===== config.mk =====
export PLATFORM = sky130hd
export DESIGN_NAME = id_ex_stage
export DESIGN_NICKNAME = d
export VERILOG_FILES = /design/src/rtl/id_ex_stage_pkg.sv /design/src/rtl/id_ex_stage_hazard_detect.sv /design/src/rtl/id_ex_stage.sv
export SDC_FILE = /design/constraint.sdc
export NUM_CORES = 1
export LEC_CHECK = 0
export ABC_CLOCK_PERIOD_IN_PS = 4500
export CORE_AREA = 2 2 126 128
export CTS_BUF_LIST = sky130_fd_sc_hd__clkbuf_2 sky130_fd_sc_hd__clkbuf_4 sky130_fd_sc_hd__clkbuf_8
export DETAILED_ROUTE_END_ITERATION = 10
export DIE_AREA = 0 0 128 130
export PLACE_DENSITY = 0.81
export SETUP_SLACK_MARGIN = 0.02
export SYNTH_ARGS = -nofsm -noshare
export SYNTH_HDL_FRONTEND = slang
export SYNTH_SLANG_ARGS = --single-unit

===== constraint.sdc =====
create_clock -name clk -period 4.5 [get_ports clk]
set_clock_uncertainty 0.05 [all_clocks]
set_input_delay 1.35 -clock clk [delete_from_list [all_inputs] [get_ports clk]]
set_output_delay 1.35 -clock clk [all_outputs]
set_load 0.02 [all_outputs]

===== src/rtl/id_ex_stage_pkg.sv =====
`default_nettype none
// ============================================================================
// Module      : id_ex_stage_pkg
// Description : Shared definitions for the ID/EX pipeline stage. Defines the
//               layout of the 9-bit decoded control bundle
//               {RegWrite, MemToReg, MemRead, MemWrite, ALUSrc, RegDst,
//               ALUOp[2:0]}, the all-zero NOP bundle, the ALUOp encodings,
//               the register-specifier width and a MemRead field accessor.
// Revision    : 1.0 - initial release
// ============================================================================
package id_ex_stage_pkg;

    localparam int CTRL_WIDTH     = 9;
    localparam int REG_ADDR_WIDTH = 5;

    // Bit positions inside the control bundle (MSB first).
    localparam int CTRL_REGWRITE  = 8;
    localparam int CTRL_MEMTOREG  = 7;
    localparam int CTRL_MEMREAD   = 6;
    localparam int CTRL_MEMWRITE  = 5;
    localparam int CTRL_ALUSRC    = 4;
    localparam int CTRL_REGDST    = 3;
    localparam int CTRL_ALUOP_MSB = 2;
    localparam int CTRL_ALUOP_LSB = 0;

    typedef logic [CTRL_WIDTH-1:0]     ctrl_t;
    typedef logic [REG_ADDR_WIDTH-1:0] regAddr_t;

    // An all-zero bundle has no architectural side effects in EX/MEM/WB.
    localparam ctrl_t CTRL_NOP = '0;

    typedef enum logic [2:0] {
        ALUOP_ADD   = 3'd0,
        ALUOP_SUB   = 3'd1,
        ALUOP_FUNCT = 3'd2,
        ALUOP_AND   = 3'd3,
        ALUOP_OR    = 3'd4,
        ALUOP_SLT   = 3'd5
    } aluOp_e;

    function automatic logic ctrlMemRead(input ctrl_t ctrl);
        return ctrl[CTRL_MEMREAD];
    endfunction

endpackage : id_ex_stage_pkg
`default_nettype wire


===== src/rtl/id_ex_stage_hazard_detect.sv =====
`default_nettype none
// ============================================================================
// Module      : hazard_detect
// Description : Combinational load-use hazard detector. Flags when the
//               instruction in EX is a valid load whose destination (Rt,
//               non-zero) is read by the valid instruction in decode.
// Ports       : i_validEx    - EX slot holds a real instruction
//               i_memReadEx  - EX instruction is a load
//               i_rtEx       - load destination register
//               i_validId    - decode slot holds a real instruction
//               i_usesRtId   - decode instruction reads Rt
//               i_rsId       - decode Rs specifier
//               i_rtId       - decode Rt specifier
//               o_loadUse    - hazard present
// Revision    : 1.0 - initial release
// ============================================================================
module hazard_detect
    import id_ex_stage_pkg::*;
(
    input  logic     i_validEx,
    input  logic     i_memReadEx,
    input  regAddr_t i_rtEx,
    input  logic     i_validId,
    input  logic     i_usesRtId,
    input  regAddr_t i_rsId,
    input  regAddr_t i_rtId,
    output logic     o_loadUse
);

    logic w_rsMatch;
    logic w_rtMatch;
    logic w_rtNonZero;

    assign w_rsMatch   = (i_rtEx == i_rsId);
    // Rt only counts as a source for instructions that actually read it
    // (R-type, stores, branches); for addi/lw it is the destination.
    assign w_rtMatch   = i_usesRtId & (i_rtEx == i_rtId);
    // Register 0 is hard-wired to zero, so a load into it creates no hazard.
    assign w_rtNonZero = (i_rtEx != '0);

    assign o_loadUse = i_validEx & i_memReadEx & w_rtNonZero & i_validId &
                       (w_rsMatch | w_rtMatch);

endmodule : hazard_detect
`default_nettype wire


===== src/rtl/id_ex_stage.sv =====
`default_nettype none
// ============================================================================
// Module      : id_ex_stage
// Description : ID/EX pipeline register with load-use bubble insertion,
//               branch flush, external hold and a saturating bubble counter.
//               Update priority per edge: rst > Hold > Flush/LoadUse >
//               capture.
// Ports       : clk, rst            - clock, synchronous active-high reset
//               *IF2ID              - decode-side control/operands/specifiers
//               Flush               - kill the instruction in decode
//               Hold                - freeze the whole stage for one cycle
//               *ID2EX              - registered copies for EX / forwarding
//               Stall               - combinational; upstream must hold
//               BubbleCount         - bubbles inserted since reset (sat.)
// Revision    : 1.0 - initial release
// ============================================================================
module id_ex_stage
    import id_ex_stage_pkg::*;
#(
    parameter int WIDTH = 32
) (
    input  logic                  clk,
    input  logic                  rst,
    input  logic [CTRL_WIDTH-1:0] CtrlIF2ID,
    input  logic                  ValidIF2ID,
    input  logic                  UsesRtIF2ID,
    input  logic [WIDTH-1:0]      ReadData1IF2ID,
    input  logic [WIDTH-1:0]      ReadData2IF2ID,
    input  logic [WIDTH-1:0]      SignExtIF2ID,
    input  logic [WIDTH-1:0]      PCplus4IF2ID,
    input  logic [4:0]            RsIF2ID,
    input  logic [4:0]            RtIF2ID,
    input  logic [4:0]            RdIF2ID,
    input  logic                  Flush,
    input  logic                  Hold,
    output logic [CTRL_WIDTH-1:0] CtrlID2EX,
    output logic                  ValidID2EX,
    output logic [WIDTH-1:0]      ReadData1ID2EX,
    output logic [WIDTH-1:0]      ReadData2ID2EX,
    output logic [WIDTH-1:0]      SignExtID2EX,
    output logic [WIDTH-1:0]      PCplus4ID2EX,
    output logic [4:0]            RsID2EX,
    output logic [4:0]            RtID2EX,
    output logic [4:0]            RdID2EX,
    output logic                  Stall,
    output logic [15:0]           BubbleCount
);

    localparam logic [15:0] C_COUNT_MAX = 16'hFFFF;

    ctrl_t            r_ctrl;
    logic             r_valid;
    logic [WIDTH-1:0] r_readData1;
    logic [WIDTH-1:0] r_readData2;
    logic [WIDTH-1:0] r_signExt;
    logic [WIDTH-1:0] r_pcPlus4;
    regAddr_t         r_rs;
    regAddr_t         r_rt;
    regAddr_t         r_rd;
    logic [15:0]      r_bubbleCount;

    logic w_loadUse;
    logic w_bubble;

    hazard_detect u_hazard_detect (
        .i_validEx   (r_valid),
        .i_memReadEx (ctrlMemRead(r_ctrl)),
        .i_rtEx      (r_rt),
        .i_validId   (ValidIF2ID),
        .i_usesRtId  (UsesRtIF2ID),
        .i_rsId      (RsIF2ID),
        .i_rtId      (RtIF2ID),
        .o_loadUse   (w_loadUse)
    );

    // A flush already discards the decode instruction, so a coincident
    // load-use needs no upstream stall: the replacement fetch proceeds.
    assign Stall    = (w_loadUse & ~Flush) | Hold;
    assign w_bubble = Flush | w_loadUse;

    always_ff @(posedge clk) begin
        if (rst) begin
            r_ctrl        <= CTRL_NOP;
            r_valid       <= 1'b0;
            r_readData1   <= '0;
            r_readData2   <= '0;
            r_signExt     <= '0;
            r_pcPlus4     <= '0;
            r_rs          <= '0;
            r_rt          <= '0;
            r_rd          <= '0;
            r_bubbleCount <= '0;
        end else if (Hold) begin
            // Whole stage frozen, counter included.
        end else if (w_bubble) begin
            // Bubble clears MemRead in EX, so the load-use condition drops
            // on the next cycle and one hazard costs exactly one bubble.
            r_ctrl      <= CTRL_NOP;
            r_valid     <= 1'b0;
            r_readData1 <= '0;
            r_readData2 <= '0;
            r_signExt   <= '0;
            r_pcPlus4   <= '0;
            r_rs        <= '0;
            r_rt        <= '0;
            r_rd        <= '0;
            if (r_bubbleCount != C_COUNT_MAX) begin
                r_bubbleCount <= r_bubbleCount + 16'd1;
            end
        end else begin
            // An empty decode slot must never carry live control into EX.
            r_ctrl      <= ValidIF2ID ? CtrlIF2ID : CTRL_NOP;
            r_valid     <= ValidIF2ID;
            r_readData1 <= ReadData1IF2ID;
            r_readData2 <= ReadData2IF2ID;
            r_signExt   <= SignExtIF2ID;
            r_pcPlus4   <= PCplus4IF2ID;
            r_rs        <= RsIF2ID;
            r_rt        <= RtIF2ID;
            r_rd        <= RdIF2ID;
        end
    end

    assign CtrlID2EX      = r_ctrl;
    assign ValidID2EX     = r_valid;
    assign ReadData1ID2EX = r_readData1;
    assign ReadData2ID2EX = r_readData2;
    assign SignExtID2EX   = r_signExt;
    assign PCplus4ID2EX   = r_pcPlus4;
    assign RsID2EX        = r_rs;
    assign RtID2EX        = r_rt;
    assign RdID2EX        = r_rd;
    assign BubbleCount    = r_bubbleCount;

endmodule : id_ex_stage
`default_nettype wire


==> results of run 1 <==
## metrics by stage
stage                     TNS (ps)  total power (W)
final                            0          0.00311
after global routing             0          0.00324
after CTS                        0          0.00314
after detailed placement     -53.0          0.00209
after global placement       -50.5          0.00209
after floorplan                  0          0.00182
## final cells by class
class	count	area (um2)
inverter	2	7.51
clock inverter	13	118
clock buffer	19	262
tap	192	240
multi-input combinational	406	2390
timing repair buffer	336	3360
fill	1282	5660
sequential	169	3380
## worst min path at each step
stage                     slack [ps]                end  cells after the start              start
after detailed placement         430       CtrlID2EX[7]                      2       CtrlID2EX[7]
final                            450       CtrlID2EX[7]                      2       CtrlID2EX[7]
after floorplan                  450       CtrlID2EX[6]                      2       CtrlID2EX[6]
after global routing             490  ReadData1ID2EX[5]                      2  ReadData1ID2EX[5]
after CTS                        450       CtrlID2EX[7]                      2       CtrlID2EX[7]
after global placement           410       CtrlID2EX[3]                      2       CtrlID2EX[3]
## state kept, by name, indices dropped and copies added (netlist names)
register	count
RdID2EX	5
ReadData2ID2EX	32
PCplus4ID2EX	32
RsID2EX	5
CtrlID2EX	9
ValidID2EX	1
SignExtID2EX	32
ReadData1ID2EX	32
BubbleCount	16
RtID2EX	5
## worst max-delay path, delay by kind of cell
kind            cells  cell delay (ps)
buf+inv             2              810
compound gates      2              440
xor+xnor            1              230
simple gates        1              130
## per-layer routing
layer,global-route usage,up-vias,wire (um)
met2,0.364,210,9060
met1,0.257,2772,7660
met5,0,-,0
met4,0.0905,0,454
li1,-,2878,-
met3,0.0705,32,1350
## cell families after synthesis
| family | Yosys count | synth area share |
|---|---|---|
| fa+ha+maj | 1 | 0.00208 |
| compound gates | 180 | 0.222 |
| simple gates | 208 | 0.145 |
| buf+inv | 58 | 0.0434 |
| mux | 5 | 0.00913 |
| xor+xnor | 12 | 0.0174 |
| flops | 169 | 0.561 |
## cell usage after synthesis (5+ instances only)
library cell | number | area, um2
buf_2 | 8 | 40.0
o21ai_0 | 6 | 30.0
nand2_1 | 11 | 41.3
a21oi_1 | 10 | 50.1
nor2_1 | 162 | 608
nand3_1 | 5 | 25.0
a32oi_1 | 9 | 78.8
clkbuf_1 | 39 | 146
a22oi_1 | 144 | 1080
or3_1 | 7 | 43.8
dfxtp_1 | 169 | 3380
buf_4 | 9 | 67.6
nand4_1 | 5 | 31.3
xnor2_1 | 11 | 96.3
## power groups by stage
stage	sequential [W]	combinational, W	clock, W
2_1_floorplan	0.00167	0.000146	0
3_3_place_gp	0.00161	0.000479	0
3_5_place_dp	0.00161	0.000483	0
4_1_cts	0.00158	0.000485	0.00108
5_1_grt	0.00158	0.000518	0.00114
6_report	0.00158	0.000482	0.00105
## repair_timing
action / CTS / global route
hold buffers: 0 / 0
gates resized for setup: 1 / 0
endpoints found under the setup margin: 1 / 0
==> summary.txt, run 1 <==
Timing
  – Final Slew Violations: 0
  – Minimum clock period: 4350 ps
  – Final hold viol count: 0
  – # setup viols final: 0
  – Fmax: about 0.23 GHz
  – Unrepaired setup endpoints after global routing: no
  – Worst-Margin Slew: around 1000 ps
  – Worst hold margin: 447 ps
  – Slew margin rel.: 0.329
  – Final Worst Setup Slack: 152 ps
  – Final period utilization: 0.966

Power and ir drop
  – Switching share of total power: 0.266
  – Seq pwr share: 0.507
  – PwrDens: 318 nW/um2
  – Power Internal: 0.00228 W
  – Logic pwr share: 0.155
  – Max VDD drop: 0.176 mV
  – Switching pwr: 0.000825 W
  – Clock power frac: 0.337
  – Leak: 3.53 nW

Run status
  – Status: completed

Floorplan
  – Die Y: around 130 um
  – FP Rows: 46
  – Die area: between 15000 and 20000 um2
  – Initial core utilization: 0.391
  – Die width: 128 um
  – Ports: 328
  – CORE AREA: 15400 um2

Worst setup path
  – Max FO, Critical Path: 2
  – Reg-to-Reg Start: RtID2EX[0]
  – Crit path max-delay cell type: clkdlybuf4s50_1
  – Reg2reg end: SignExtID2EX[19]
  – Worst endpoint required time: about 3100 ps
  – Worst setup path startpoint: RsIF2ID[0]
  – CP endpoint kind: output port
  – Flop-to-flop setup slack: 1790 ps
  – Worst setup endpoint: Stall
  – Worst r2r path cells: 7
  – CP peak stage delay: 460 ps
  – Critical setup path kind: primary input to output port
  – Startpoint Class: primary input
  – Crit path cell chain: clkdlybuf4s50_1 > xnor2_1 > nand3_1 > o22ai_1 > a31o_2 > dlygate4sd2_1
  – Arrival @ worst endpoint: 2950 ps

Clocking
  – CTS tree: built
  – Clock latency on the worst-skew pair: around 450 ps
  – Clock Path Buffers: 2
  – TritonCTS sink count: between 150 and 200
  – Clk pin slew, worst setup/hold paths: 100 ps
  – H-tree depth: 4
  – Total CTS buffers: 17
  – Setup bufs post-CTS: 0
  – Root Driver: clkbuf_8

Placement
  – DP Area: 9380 um2
  – Port Buffers: roughly 330
  – GPL Wtd Cong: just over 0.8
  – Pre-CTS WS: -53.0 ps
  – Post-detail-place hpwl: 12900 um
  – Placed cells: 1105

Final layout
  – Share of layout cells above drive strength 1: 0.0529
  – Layout area overhead: 61.9%
  – Ant diodes: 0
  – Commonest cells after routing, fill and taps aside: clkdlybuf4s50_1 (324), dfxtp_1 (169), nor2_1 (162)
  – Commonest non-fill, non-tap cell in the layout: clkdlybuf4s50_1
  – Final instance area: 9760 um2
  – NumNets Final: 1091
  – Non-Filler Instances: between 1000 and 1500
  – Final Util: 0.633

Yosys
  – Count of cell types in the netlist: 34
  – Cells after Synth: 633
  – Sequential area share after synthesis: 0.561
  – Syn Nets: 792
  – Synthesized area: 6030 um2
  – Synth warn: 0
  – Main synth FF type: dfxtp_1
  – Mean post-synth cell area: around 9.5 um2
  – Synth Register Bits: 169
  – Asr flop ratio synth: 0
  – Number of synthesized flops with an enable pin: 0

Global route
  – Gr usage total: 0.217
  – Initial antenna violation count: 0
  – Overflow after GRT: 0
  – Largest net degree at the start of global routing: 96
  – Vias in the first global route: roughly 5600
  – Global-route wire length before repair: 28600 um

Route
  – Remaining DRCs: 0
  – DRT Pass-1 Iters: 4
  – Via count: 5892
  – Vias/cell: 5.18
  – DRT Wirelength: 18500 um
  – Final ANT Viol Nets: 0
  – WL/cell: 16.3 um
  – DRT iter0 DRCs: 295

Job
  – Max cap viols: 0

Hold path
  – Worst hold path class: register to register
No activity file was read; power rests on OpenSTA's default activity.
==> run 2, diff against run 1 <==
--- a/config.mk
+++ b/config.mk
@@ -5,12 +5,13 @@
 export SDC_FILE = /design/constraint.sdc
 export NUM_CORES = 1
 export LEC_CHECK = 0
+export ABC_AREA = 1
 export ABC_CLOCK_PERIOD_IN_PS = 4500
-export CORE_AREA = 2 2 126 128
+export CORE_AREA = 2 2 109 163
 export CTS_BUF_LIST = sky130_fd_sc_hd__clkbuf_2 sky130_fd_sc_hd__clkbuf_4 sky130_fd_sc_hd__clkbuf_8
 export DETAILED_ROUTE_END_ITERATION = 10
-export DIE_AREA = 0 0 128 130
-export PLACE_DENSITY = 0.81
+export DIE_AREA = 0 0 111 165
+export PLACE_DENSITY = 0.79
 export SETUP_SLACK_MARGIN = 0.02
 export SYNTH_ARGS = -nofsm -noshare
 export SYNTH_HDL_FRONTEND = slang
==> run 2 against run 1 <==
Compared with the run above:
- die area is 10% higher
- critical endpoint unchanged
- combinational power is 3% higher
- largest power group unchanged
- sequential power hardly changed
- final cell count is 28% higher
- critical path depth is 4 higher
- clock power is 6% higher
==> summary.txt, run 2 <==
Timing
  – Worst hold margin: 415 ps
  – Unrepaired setup endpoints after global routing: no
  – Final Slew Violations: 0
  – Final hold viol count: 0
  – Worst-Margin Slew: 1110 ps
  – Final period utilization: 0.953
  – Fmax: 0.233 GHz
  – Slew margin rel.: 0.260
  – Minimum clock period: 4290 ps
  – # setup viols final: 0

Yosys
  – Count leader, synth: nand2_1
  – Main synth FF type: dfxtp_1
  – Number of synthesized flops with an enable pin: 0
  – Sequential area share after synthesis: 0.510
  – Asr flop ratio synth: 0
  – Cells after Synth: between 900 and 1000
  – Syn Nets: 1090
  – Synth area leaders: dfxtp_1 (51%), nand2_1 (22%), a21oi_1 (12%)
  – Count of cell types in the netlist: 21
  – Mean post-synth cell area: around 7 um2
  – Synth Register Bits: 169
  – Synthesized area: 6630 um2
  – Area fraction of the dominant cell type after synthesis: 0.510
  – Post-synth top cells: nand2_1 (392), dfxtp_1 (169), a21oi_1 (154), inv_1 (57), nor2_1 (44)
  – Synth warn: 0
  – Synth area leader: dfxtp_1

Worst setup path
  – Worst endpoint required time: 3100 ps
  – Worst r2r path cells: 11
  – Flop-to-flop setup slack: ~2300 ps
  – Critical setup path kind: primary input to output port
  – Startpoint Class: primary input
  – Reg-to-Reg Start: RtID2EX[4]
  – Reg2reg end: RsID2EX[3]
  – Arrival @ worst endpoint: 2890 ps
  – Max FO, Critical Path: 3
  – CP endpoint kind: output port

Global route
  – Overflow after GRT: 0
  – Vias in the first global route: 6402
  – Initial antenna violation count: 2
  – Largest net degree at the start of global routing: approximately 150
  – Global-route wire length before repair: about 33000 um
  – Gr usage total: 0.227

Clocking
  – Clock latency on the worst-skew pair: around 450 ps
  – CTS tree: built
  – Setup bufs post-CTS: 0
  – Clock Path Buffers: 2
  – TritonCTS sink count: 169
  – H-tree depth: 4
  – Total CTS buffers: 17
  – Clk pin slew, worst setup/hold paths: roughly 90 ps
  – Root Driver: clkbuf_8

Floorplan
  – Initial core utilization: 0.396
  – Ports: approximately 330
  – CORE AREA: 16800 um2
  – Die Y: 165 um
  – Die width: 111 um
  – Die area: approximately 18000 um2
  – FP Rows: 58

Power and ir drop
  – Leak: 3.89 nW
  – PwrDens: a little over 300 nW/um2
  – Max VDD drop: about 0.26 mV

Route
  – Final ANT Viol Nets: 0
  – WL/cell: 14.9 um
  – DRT Pass-1 Iters: 5
  – Vias/cell: 4.80
  – Remaining DRCs: 0
  – DRT Wirelength: 21700 um
  – Via count: 6964
  – DRT iter0 DRCs: 464

Hold path
  – Hold Crit Start: ReadData1ID2EX[5]
  – Number of cells on the worst hold path: 2
  – Worst hold path class: register to register
  – Hold Path Sink: ReadData1ID2EX[5]

Placement
  – DP Area: 9940 um2
  – GPL Wtd Cong: 0.860
  – Port Buffers: 327
  – Post-detail-place hpwl: around 15000 um

Final layout
  – Multi-input gate area: 2710 um2
  – Final instance area: around 10000 um2
  – Commonest cells after routing, fill and taps aside: nand2_1 (392), clkdlybuf4s50_1 (324), dfxtp_1 (169)
  – Share of layout cells above drive strength 1: 0.0395
  – Fill cells: 1500
  – Commonest non-fill, non-tap cell in the layout: nand2_1
  – Layout area overhead: 56.1%
  – Seq. cell area: 3380 um2
  – NumNets Final: approximately 1400

Run status
  – Status: completed

Job
  – Max cap viols: 0
## run 2: cell types whose count changed after synthesis, sizes merged, moves of 17 or more
cell and change:
nand3 +17, a22oi -144, inv +58, nand2 +382
a21oi +144, nor2 -117
## run 2: final cells by class
type,instances,area share
inverter,60,0.0218
multi-input combinational,641,0.262
antenna,2,0.000483
clock buffer,18,0.0233
clock inverter,14,0.0161
timing repair buffer,337,0.324
tap,210,0.0254
sequential,169,0.327
## run 2: logic make-up after synthesis
group | count (synthesis) | share of synthesized area
flip-flops | 169 | 0.510
XOR/XNOR | 2 | 0.00264
AO/OA/AOI/OAI | 156 | 0.118
adder cells (fa/ha/maj) | 1 | 0.00189
AND/OR/NAND/NOR | 482 | 0.287
buffers and inverters | 121 | 0.0806
## run 2: metrics by stage
step / setup TNS, ps / power [W] / setup slack (ps) / utilization / cells
3_3_place_gp: -62.4 / 0.00210 / -62.4 / 0.593 / 1417
3_5_place_dp: -47.0 / 0.00211 / -47.0 / 0.593 / 1417
2_1_floorplan: 0 / 0.00183 / 886 / - / 931
4_1_cts: 0 / 0.00323 / 217 / 0.617 / 1449
6_report: 0 / 0.00318 / 211 / 0.618 / 1451
5_1_grt: 0 / 0.00332 / 44.6 / 0.618 / 1451
## run 2: critical path, cell delays in order
cell             delay (ps)
clkdlybuf4s50_1         510
inv_1                    60
nand2_1                  60
nand2_1                  50
nor2_1                   90
nand3_1                  70
nand2_1                 130
nand2_1                  80
o21ai_0                 140
dlygate4sd2_1           350
## run 2: routing by layer
metal	share of wire	vias up	track usage
met5	0	-	0
met4	0.029	0	0.105
met3	0.077	31	0.0727
met2	0.50	272	0.396
met1	0.39	3146	0.252
li1	-	3515	-
## run 2: timing repair
| item | 4_1_cts | 5_1_grt |
|---|---|---|
| endpoints found under the setup margin | 1 | 0 |
| resized for setup | 1 | 0 |
| hold buffers | 0 | 0 |
## run 2: worst max path at each step
| stage | startpoint | endpoint | slack (ps) | cells past startpoint |
|---|---|---|---|---|
| detailed placement | RtIF2ID[4] | Stall | -50 | 10 |
| floorplan | RsIF2ID[3] | Stall | 890 | 8 |
| global placement | RsIF2ID[3] | Stall | -60 | 10 |
| CTS | RtIF2ID[4] | Stall | 220 | 10 |
| global route | RsIF2ID[1] | Stall | 40 | 10 |
| finish | RtIF2ID[4] | Stall | 210 | 10 |
## run 2: power breakdown
part | total, W | internal (W) | switching, W
logic | 0.000495 | 0.000254 | 0.000241
clock network | 0.00111 | 0.000515 | 0.000593
registers | 0.00158 | 0.00155 | 0.0000284
total | 0.00318 | 0.00232 | 0.000863
